**src/rtl/regfile_wb_sched.sv**
```systemverilog
// regfile_wb_sched -- writeback scheduler and pending-write scoreboard for
// the 32x32 register file.
//
// Three writeback requesters (ALU result, load data, jump link) share the
// single register-file write port. One requester is granted per cycle and
// its writeback is registered onto the wb_* port one edge later. A per-
// register counter of in-flight writes feeds RAW hazard detection and
// issue back-pressure.
//
// Optional feature: define WB_FIXED_PRIO_EN for fixed priority
// load > ALU > link instead of the default round robin ALU -> load -> link.
//
// Ports:
//   clk, rst_n                        clock, async active-low reset
//   alu_valid/alu_ready, alu_rd, alu_data
//   ld_valid/ld_ready,   ld_rd,  ld_data
//   lnk_valid/lnk_ready, lnk_rd, lnk_pc       writeback requesters
//   iss_valid, iss_rd, iss_ready      issue-stage write announcement
//   rs1, rs2, hazard1, hazard2        source hazard lookup (combinational)
//   wb_we, wb_rd, wb_data, wb_jump_enb, wb_pc  register-file write port
module regfile_wb_sched #(
  parameter int DATA_W = 32,
  parameter int CNT_W  = 2
) (
  input  logic              clk,
  input  logic              rst_n,
  input  logic              alu_valid,
  output logic              alu_ready,
  input  logic [4:0]        alu_rd,
  input  logic [DATA_W-1:0] alu_data,
  input  logic              ld_valid,
  output logic              ld_ready,
  input  logic [4:0]        ld_rd,
  input  logic [DATA_W-1:0] ld_data,
  input  logic              lnk_valid,
  output logic              lnk_ready,
  input  logic [4:0]        lnk_rd,
  input  logic [DATA_W-1:0] lnk_pc,
  input  logic              iss_valid,
  input  logic [4:0]        iss_rd,
  output logic              iss_ready,
  input  logic [4:0]        rs1,
  input  logic [4:0]        rs2,
  output logic              hazard1,
  output logic              hazard2,
  output logic              wb_we,
  output logic [4:0]        wb_rd,
  output logic [DATA_W-1:0] wb_data,
  output logic              wb_jump_enb,
  output logic [DATA_W-1:0] wb_pc
);

  localparam logic [CNT_W-1:0] CNT_MAX = {CNT_W{1'b1}};

  // grant vector bit order: [0]=ALU, [1]=load, [2]=link
  logic [2:0] gnt;

`ifdef WB_FIXED_PRIO_EN
  always_comb begin
    gnt = 3'b000;
    if (ld_valid)       gnt = 3'b010;
    else if (alu_valid) gnt = 3'b001;
    else if (lnk_valid) gnt = 3'b100;
  end
`else
  logic [1:0] ptr_q, ptr_d;

  // Search order starts at the pointer and wraps ALU -> load -> link.
  always_comb begin
    gnt = 3'b000;
    case (ptr_q)
      2'd1: begin
        if (ld_valid)       gnt = 3'b010;
        else if (lnk_valid) gnt = 3'b100;
        else if (alu_valid) gnt = 3'b001;
      end
      2'd2: begin
        if (lnk_valid)      gnt = 3'b100;
        else if (alu_valid) gnt = 3'b001;
        else if (ld_valid)  gnt = 3'b010;
      end
      default: begin
        if (alu_valid)      gnt = 3'b001;
        else if (ld_valid)  gnt = 3'b010;
        else if (lnk_valid) gnt = 3'b100;
      end
    endcase
  end

  always_comb begin
    ptr_d = ptr_q;
    if (gnt[0])      ptr_d = 2'd1;
    else if (gnt[1]) ptr_d = 2'd2;
    else if (gnt[2]) ptr_d = 2'd0;
  end

  always_ff @(posedge clk or negedge rst_n)
    if (!rst_n) ptr_q <= 2'd0;
    else        ptr_q <= ptr_d;
`endif

  assign alu_ready = gnt[0];
  assign ld_ready  = gnt[1];
  assign lnk_ready = gnt[2];

  // Writeback output register
  logic              we_q, we_d, jmp_q, jmp_d;
  logic [4:0]        rd_q, rd_d;
  logic [DATA_W-1:0] data_q, data_d, pc_q, pc_d;

  always_comb begin
    we_d   = 1'b0;
    rd_d   = rd_q;
    data_d = data_q;
    jmp_d  = jmp_q;
    pc_d   = pc_q;
    if (gnt[0]) begin
      rd_d = alu_rd; data_d = alu_data; jmp_d = 1'b0;
    end else if (gnt[1]) begin
      rd_d = ld_rd;  data_d = ld_data;  jmp_d = 1'b0;
    end else if (gnt[2]) begin
      rd_d = lnk_rd; data_d = '0;       jmp_d = 1'b1; pc_d = lnk_pc;
    end
    // rd=0 requests are consumed without producing a write
    if (gnt != 3'b000) we_d = (rd_d != 5'd0);
  end

  always_ff @(posedge clk or negedge rst_n)
    if (!rst_n) begin
      we_q <= 1'b0; rd_q <= '0; data_q <= '0; jmp_q <= 1'b0; pc_q <= '0;
    end else begin
      we_q <= we_d; rd_q <= rd_d; data_q <= data_d; jmp_q <= jmp_d; pc_q <= pc_d;
    end

  assign wb_we       = we_q;
  assign wb_rd       = rd_q;
  assign wb_data     = data_q;
  assign wb_jump_enb = jmp_q;
  assign wb_pc       = pc_q;

  // Scoreboard: decrement follows the registered write so it lands on the
  // same edge the register file captures the data.
  logic [CNT_W-1:0] cnt_q [32];
  logic [CNT_W-1:0] cnt_d [32];
  logic             iss_acc, commit_iss;

  assign commit_iss = we_q && (rd_q == iss_rd);
  assign iss_ready  = (iss_rd == 5'd0) || (cnt_q[iss_rd] != CNT_MAX) || commit_iss;
  assign iss_acc    = iss_valid && iss_ready && (iss_rd != 5'd0);
  assign hazard1    = (rs1 != 5'd0) && (cnt_q[rs1] != '0);
  assign hazard2    = (rs2 != 5'd0) && (cnt_q[rs2] != '0);

  always_comb begin
    for (int r = 0; r < 32; r++) begin
      cnt_d[r] = cnt_q[r];
      if (r != 0) begin
        if (iss_acc && (iss_rd == 5'(r)) && !(we_q && (rd_q == 5'(r))))
          cnt_d[r] = cnt_q[r] + 1'b1;
        else if (we_q && (rd_q == 5'(r)) && !(iss_acc && (iss_rd == 5'(r)))
                 && (cnt_q[r] != '0))
          cnt_d[r] = cnt_q[r] - 1'b1;
      end else begin
        cnt_d[r] = '0;
      end
    end
  end

  always_ff @(posedge clk or negedge rst_n)
    if (!rst_n) for (int r = 0; r < 32; r++) cnt_q[r] <= '0;
    else        for (int r = 0; r < 32; r++) cnt_q[r] <= cnt_d[r];

endmodule

```
**config.mk**
```make
export PLATFORM = sky130hd
export DESIGN_NAME = regfile_wb_sched
export DESIGN_NICKNAME = d
export VERILOG_FILES = /design/src/rtl/regfile_wb_sched.sv
export SDC_FILE = /design/constraint.sdc
export NUM_CORES = 1
export LEC_CHECK = 0
export BUFFER_PORTS_ARGS = -buffer_cell sky130_fd_sc_hd__buf_2
export CAP_MARGIN = 20
export CORE_MARGIN = 5
export CORE_UTILIZATION = 30
export DETAILED_ROUTE_END_ITERATION = 8
export PLACE_DENSITY = 0.58
export SLEW_MARGIN = 20
export SYNTH_ARGS = -nofsm -noshare
export SYNTH_HDL_FRONTEND = slang
export SYNTH_SLANG_ARGS = --single-unit
```
**constraint.sdc**
```tcl
create_clock -name clk -period 4.5 [get_ports clk]
set_input_delay 0.675 -clock clk [delete_from_list [all_inputs] [get_ports clk]]
set_output_delay 0.675 -clock clk [all_outputs]
set_load 0.01 [all_outputs]
```
* Yosys cells after proc, flatten, opt, wreduce, memory -nomap -nowiden
Cells that the tools add are included.
** Word-level totals
- Latch bits :: 0
- Logic and storage cells :: 562
- Memories kept :: 0
- Bits in registers :: 135
- Bits of input ports :: 132
- Output and inout bits :: 77
- ROM bits :: 0
- Bits in writable memories :: 0
** Operators by class
- Add/sub/neg operators :: 62
- Shift-type cells :: 0
- Reductions and logical operators :: 295
- Eq/ne operators :: 66
- Bitwise operators :: 5
- Divide/modulo/power cells :: 0
- Mux-type cells :: 94
- Multiply operators :: 0
- Magnitude comparators :: 3
** Operators by type and width (count)
- $eq A5 B5 Y1 const B :: 32
- $logic_and A1 B1 Y1 :: 160
- $mux W2 :: 73
- $reduce_bool A2 Y1 :: 64
- $mux W32 :: 3
- $eq A5 B4 Y1 const B :: 16
- $add A2 B1 Y2 const B :: 31
- $logic_not A1 Y1 :: 62
- $sub A2 B1 Y2 const B :: 31
- $eq A5 B3 Y1 const B :: 8
- $bmux W2 S5 :: 3
- $eq A5 B2 Y1 const B :: 4
- $reduce_bool A5 Y1 :: 4
- $ge A6 B6 Y1 const B :: 3
- $mux W3 :: 6
- $not A5 Y6 :: 3
- $mux W5 :: 3
- $eq A5 B1 Y1 const B :: 2
- $pmux W3 S2 :: 1
- $eq A5 B5 Y1 :: 1
- $logic_not A5 Y1 :: 1
- $mux W1 :: 5
- $reduce_and A3 Y1 :: 1
- $reduce_bool A3 Y1 :: 1
- other kinds (5) :: 7

* Longest topological paths before layout
- Word-level depth :: 15
- Gate-level depth with buffers :: 12
- Depth with buffers taken out :: 10

* Least setup slack after synthesis
OpenSTA, ideal clock, no wires.
- Kind :: input to output
- From :: in rs1[1]
- To :: out hazard1
- Buffers on the path :: 2
- Setup slack :: 1.752 ns
- Stages on the path :: 6
- Required time :: 3.825 ns
- Data arrival time :: 2.073 ns
- Cell sequence :: clkbuf_1 > clkbuf_1 > o21ai_0 > a211oi_1 > a21oi_1 > mux4_2
** Between the ends
- Cells in the longest elaborated chain, start to end :: 6
- Elaborated cells between the ends (all ways) :: 7
- Classes of those cells :: mux: 3; bitwise: 1; reduce/logical: 3
** RTL lines
- from (decl) :: RTL line 42 : input logic [4:0] rs1,
- $not A5 Y6 (not written as such) :: RTL line 150 : assign hazard1 = (rs1 != 5'd0) && (cnt_q[rs1] != '0);
- $bmux W2 S5 :: RTL line 150
- $mux W2 (not written as such) (2 in series) :: RTL line 150
- $reduce_bool A2 Y1 :: RTL line 150
- $logic_and A1 B1 Y1 * :: RTL line 150
- to (decl) :: RTL line 44 : output logic hazard1,
Mark *: on every way between the ends. The rest lies on a longest branch, timed or not. The select of a mux whose other input is x is not followed.

* Final worst setup path
- From :: in iss_rd[3]
- To :: out iss_ready
** Between the ends
- Cells in the longest elaborated chain, start to end :: 7
- Elaborated cells between the ends (all ways) :: 10
- Classes of those cells :: eq/ne: 2; mux: 3; bitwise: 1; reduce/logical: 4
** RTL lines
- from (decl) :: RTL line 40 : input logic [4:0] iss_rd,
- $not A5 Y6 (not written as such) :: RTL line 148 : assign iss_ready = (iss_rd == 5'd0) || (cnt_q[iss_rd] != CNT_MAX) || commit_iss;
- $bmux W2 S5 :: RTL line 148
- $mux W2 (not written as such) (2 in series) :: RTL line 148
- $ne A2 B2 Y1 :: RTL line 148
- $logic_or A1 B1 Y1 :: RTL line 148
- $logic_or A1 B1 Y1 * :: RTL line 148
- to (decl) :: RTL line 41 : output logic iss_ready,
Marks and branches as above.

==> results.toml <==
[sta]
hold_viol_final = 0
fmax_mhz = 316
rsz0062_at_grt = "no"
finalClockSkew_ps = 22.2
min_period_ps = 3170
drv_slew = 0
finalSetupTns_ps = 0
relSlewSlack_pct = 52.9
worstMarginPinSlew_ps = 705
fin_crit_sh_pct = 70.4
setup_viol = 0

[critical_path]
cp_num_buf_inv = 2
cp-start-kind = "primary input"
critical_path.cell_chain = "buf_2, nand3_1, o31a_1, mux4_2, o211ai_1, o211ai_1, buf_2"
critPathRequiredTime_ps = 3830
path_max_fanout = 34
cp_top_family = "buffers and inverters"
critical_path_class = "primary input to primary output"
crit_slowest_cell = "buf_2"
cp-end-kind = "primary output"
critical_path.max_stage_delay_ps = 490
worst_ep_arrival_time_ps = 2490

[synth]
yosysTopAreaCell = "dfrtp_1"
yosys-top-cells-area = "dfrtp_1 (42%), nor2_1 (6.7%), mux2_2 (4.7%)"
synthCells = 862
syn_nets = 996
netlist_area_sq_um = 7970
ys_async_sr_fraction_pct = 100
ys_types = 71
synth_top_area_share_pct = 42.4
synth_flop_cell = "dfrtp_1"
yosysWarnings = 0
ys_ff_latch = 135
synth_area_per_cell_sq_um = 9.25
ys_seq_area_share_pct = 42.4
synth_edf_count = 0

[cells_and_area]
utilization_pct = 37.9
nets = 1186
drive_gt1_share_pct = 30.2
num_antenna_cells = 0
area_growth_pct = 24.4
fin_cells = 1400
num-fill-cells = 2695

[global_routing]
use_met2_pct = 28.4
antenna_found_initial = 3
grt_first_pass_wirelength_um = 41400
grt_max_degree = 71
gr-max-usage-layer = "met2"
use_met3_pct = 5.02
track_usage_pct = 17.3
grt_pass1_vias = 7360
grtUsageMet1_pct = 22.2
grt_overflow = 0

[route]
dr.pass1.iters = 5
viasPerCell = 5.33
routed_wire_length_per_instance_um = 18.8
vias = 7466
drc = 0
antenna_left = 0
finalWirelength_um = 26300
initialDrtViolationCount = 466

[floorplan]
placementRows = 59
placeableCoreArea_sq_um = 26100
start_util_pct = 30.5
num_io_pins = 209
design.die.area_sq_um = 29900
die_y_um = 173
die_w_um = 173

[power]
irDropWorstVdd_v = 0.000317
p_int_mw = 3.69
p_switching_mw = 2.61
p_leak_nw = 4.33
combPwrFrac_pct = 40.6
power_density_nw_per_um2 = 635
pwr-share-clk_pct = 24.2
swShare_pct = 41.4
seqPwrFrac_pct = 35.1

[hold_path]
hp-class = "primary input to async pin"

[place]
gp_congestion = 0.853
place_hpwl_um = 20000
io_buffers = 208
placed_cells = 1368

[cts]
hold_buffers = 0
numCtsBuffers = 17
clkTransAtPathRegs_ps = 70
cts_tree = "done"
cts.sinks = 135
post_cts_resize_count = 0
cts_max_path_buffers = 2
htreeDepth = 4
post_cts.repair.setup_buffers = 0
cts-root-buf = "clkbuf_16"
worstSkewPairLatency_ps = 440

[run]
drv_cap = 0

[run_status]
status = "complete, no violations"
==> synthesized netlist by cell type (13+ instances only) <==
master    number
a211oi_1      21
a21oi_1       54
a221oi_1      32
clkbuf_1      27
dfrtp_1      135
inv_1         30
mux2_2        33
mux4_2        13
nand2_1       53
nand3_1       37
nor2_1       143
nor3_1        20
o21a_1        15
o21ai_0       41
xnor2_1       16
==> placed cells by master, fill, tap and decap left out, types with 20 or more instances in the layout <==
cell / instances
a21oi_1: 54
nand3_1: 37
o21ai_0: 41
mux2_2: 33
nor3_1: 20
nor2_1: 142
buf_2: 207
a211oi_1: 21
nand2_1: 53
a221oi_1: 32
dfrtp_1: 135
inv_1: 30
==> flip-flops by register name, summed over array words and instances (netlist names) <==
register / count
wb_rd: 5
ptr_q: 2
wb_jump_enb: 1
cnt_q: 62
wb_pc: 32
wb_we: 1
wb_data: 32
==> power by group through the flow <==
stage               Clock (mW)  Sequential, mW  Combinational (mW)
finish                    1.53            2.21                2.56
global placement             0            2.23                2.54
detailed placement           0            2.22                2.59
floorplan                    0            2.21                1.60
CTS                       1.57            2.21                2.58
global route              1.62            2.30                2.82
==> layout make-up <==
class | instances | area, sq um | share of cell area, %
multi-input cells | 653 | 4280 | 43.1
flip-flops and latches | 135 | 3380 | 34.1
repair buffers | 215 | 1100 | 11.1
clock buffers | 17 | 425 | 4.29
well taps | 335 | 419 | 4.23
clock inverters | 15 | 201 | 2.03
inverters | 30 | 113 | 1.14
==> through the flow <==
| stage | worst slack (ps) | area (sq um) | hold WS, ps | total power, mW |
|---|---|---|---|---|
| after floorplan | 1750 | 7970 | 379 | 3.82 |
| after global placement | 1360 | 9290 | 474 | 4.77 |
| after detailed placement | 1270 | 9290 | 487 | 4.81 |
| after CTS | 1340 | 9910 | 261 | 6.36 |
| after global routing | 1230 | 9910 | 289 | 6.73 |
| final | 1330 | 9910 | 225 | 6.30 |
==> per-layer routing <==
metal | up-vias | share of wire [%]
met1 | 3553 | 43
li1 | 3551 | -
met5 | - | 0.042
met4 | 2 | 1.8
met3 | 36 | 7.8
met2 | 324 | 47
==> cells by family after synthesis <==
family / share of synthesized area (%)
fa+ha+maj: 0.314
compound gates: 23.9
mux: 8.58
simple gates: 18.4
buf+inv: 4.19
xor+xnor: 2.20
flops: 42.4
==> final timing paths <==
check	startpoint	end	slack, ps	cells past startpoint
worst min-delay path	rst_n	cnt_q[52]$_DFFE_PN0P_	230	1
max in group asynchronous	rst_n	wb_data[18]$_DFFE_PN0P_	3300	2
worst max register to register	wb_rd[0]$_DFF_PN0_	cnt_q[24]$_DFFE_PN0P_	1700	7
worst max-delay path	iss_rd[3]	iss_ready	1330	7
worst min register to register	wb_jump_enb$_DFFE_PN0P_	wb_jump_enb$_DFFE_PN0P_	500	1
min in group clk	lnk_pc[14]	wb_pc[14]$_DFFE_PN0P_	470	2
Note: power is estimated with default switching activity, not from simulation.
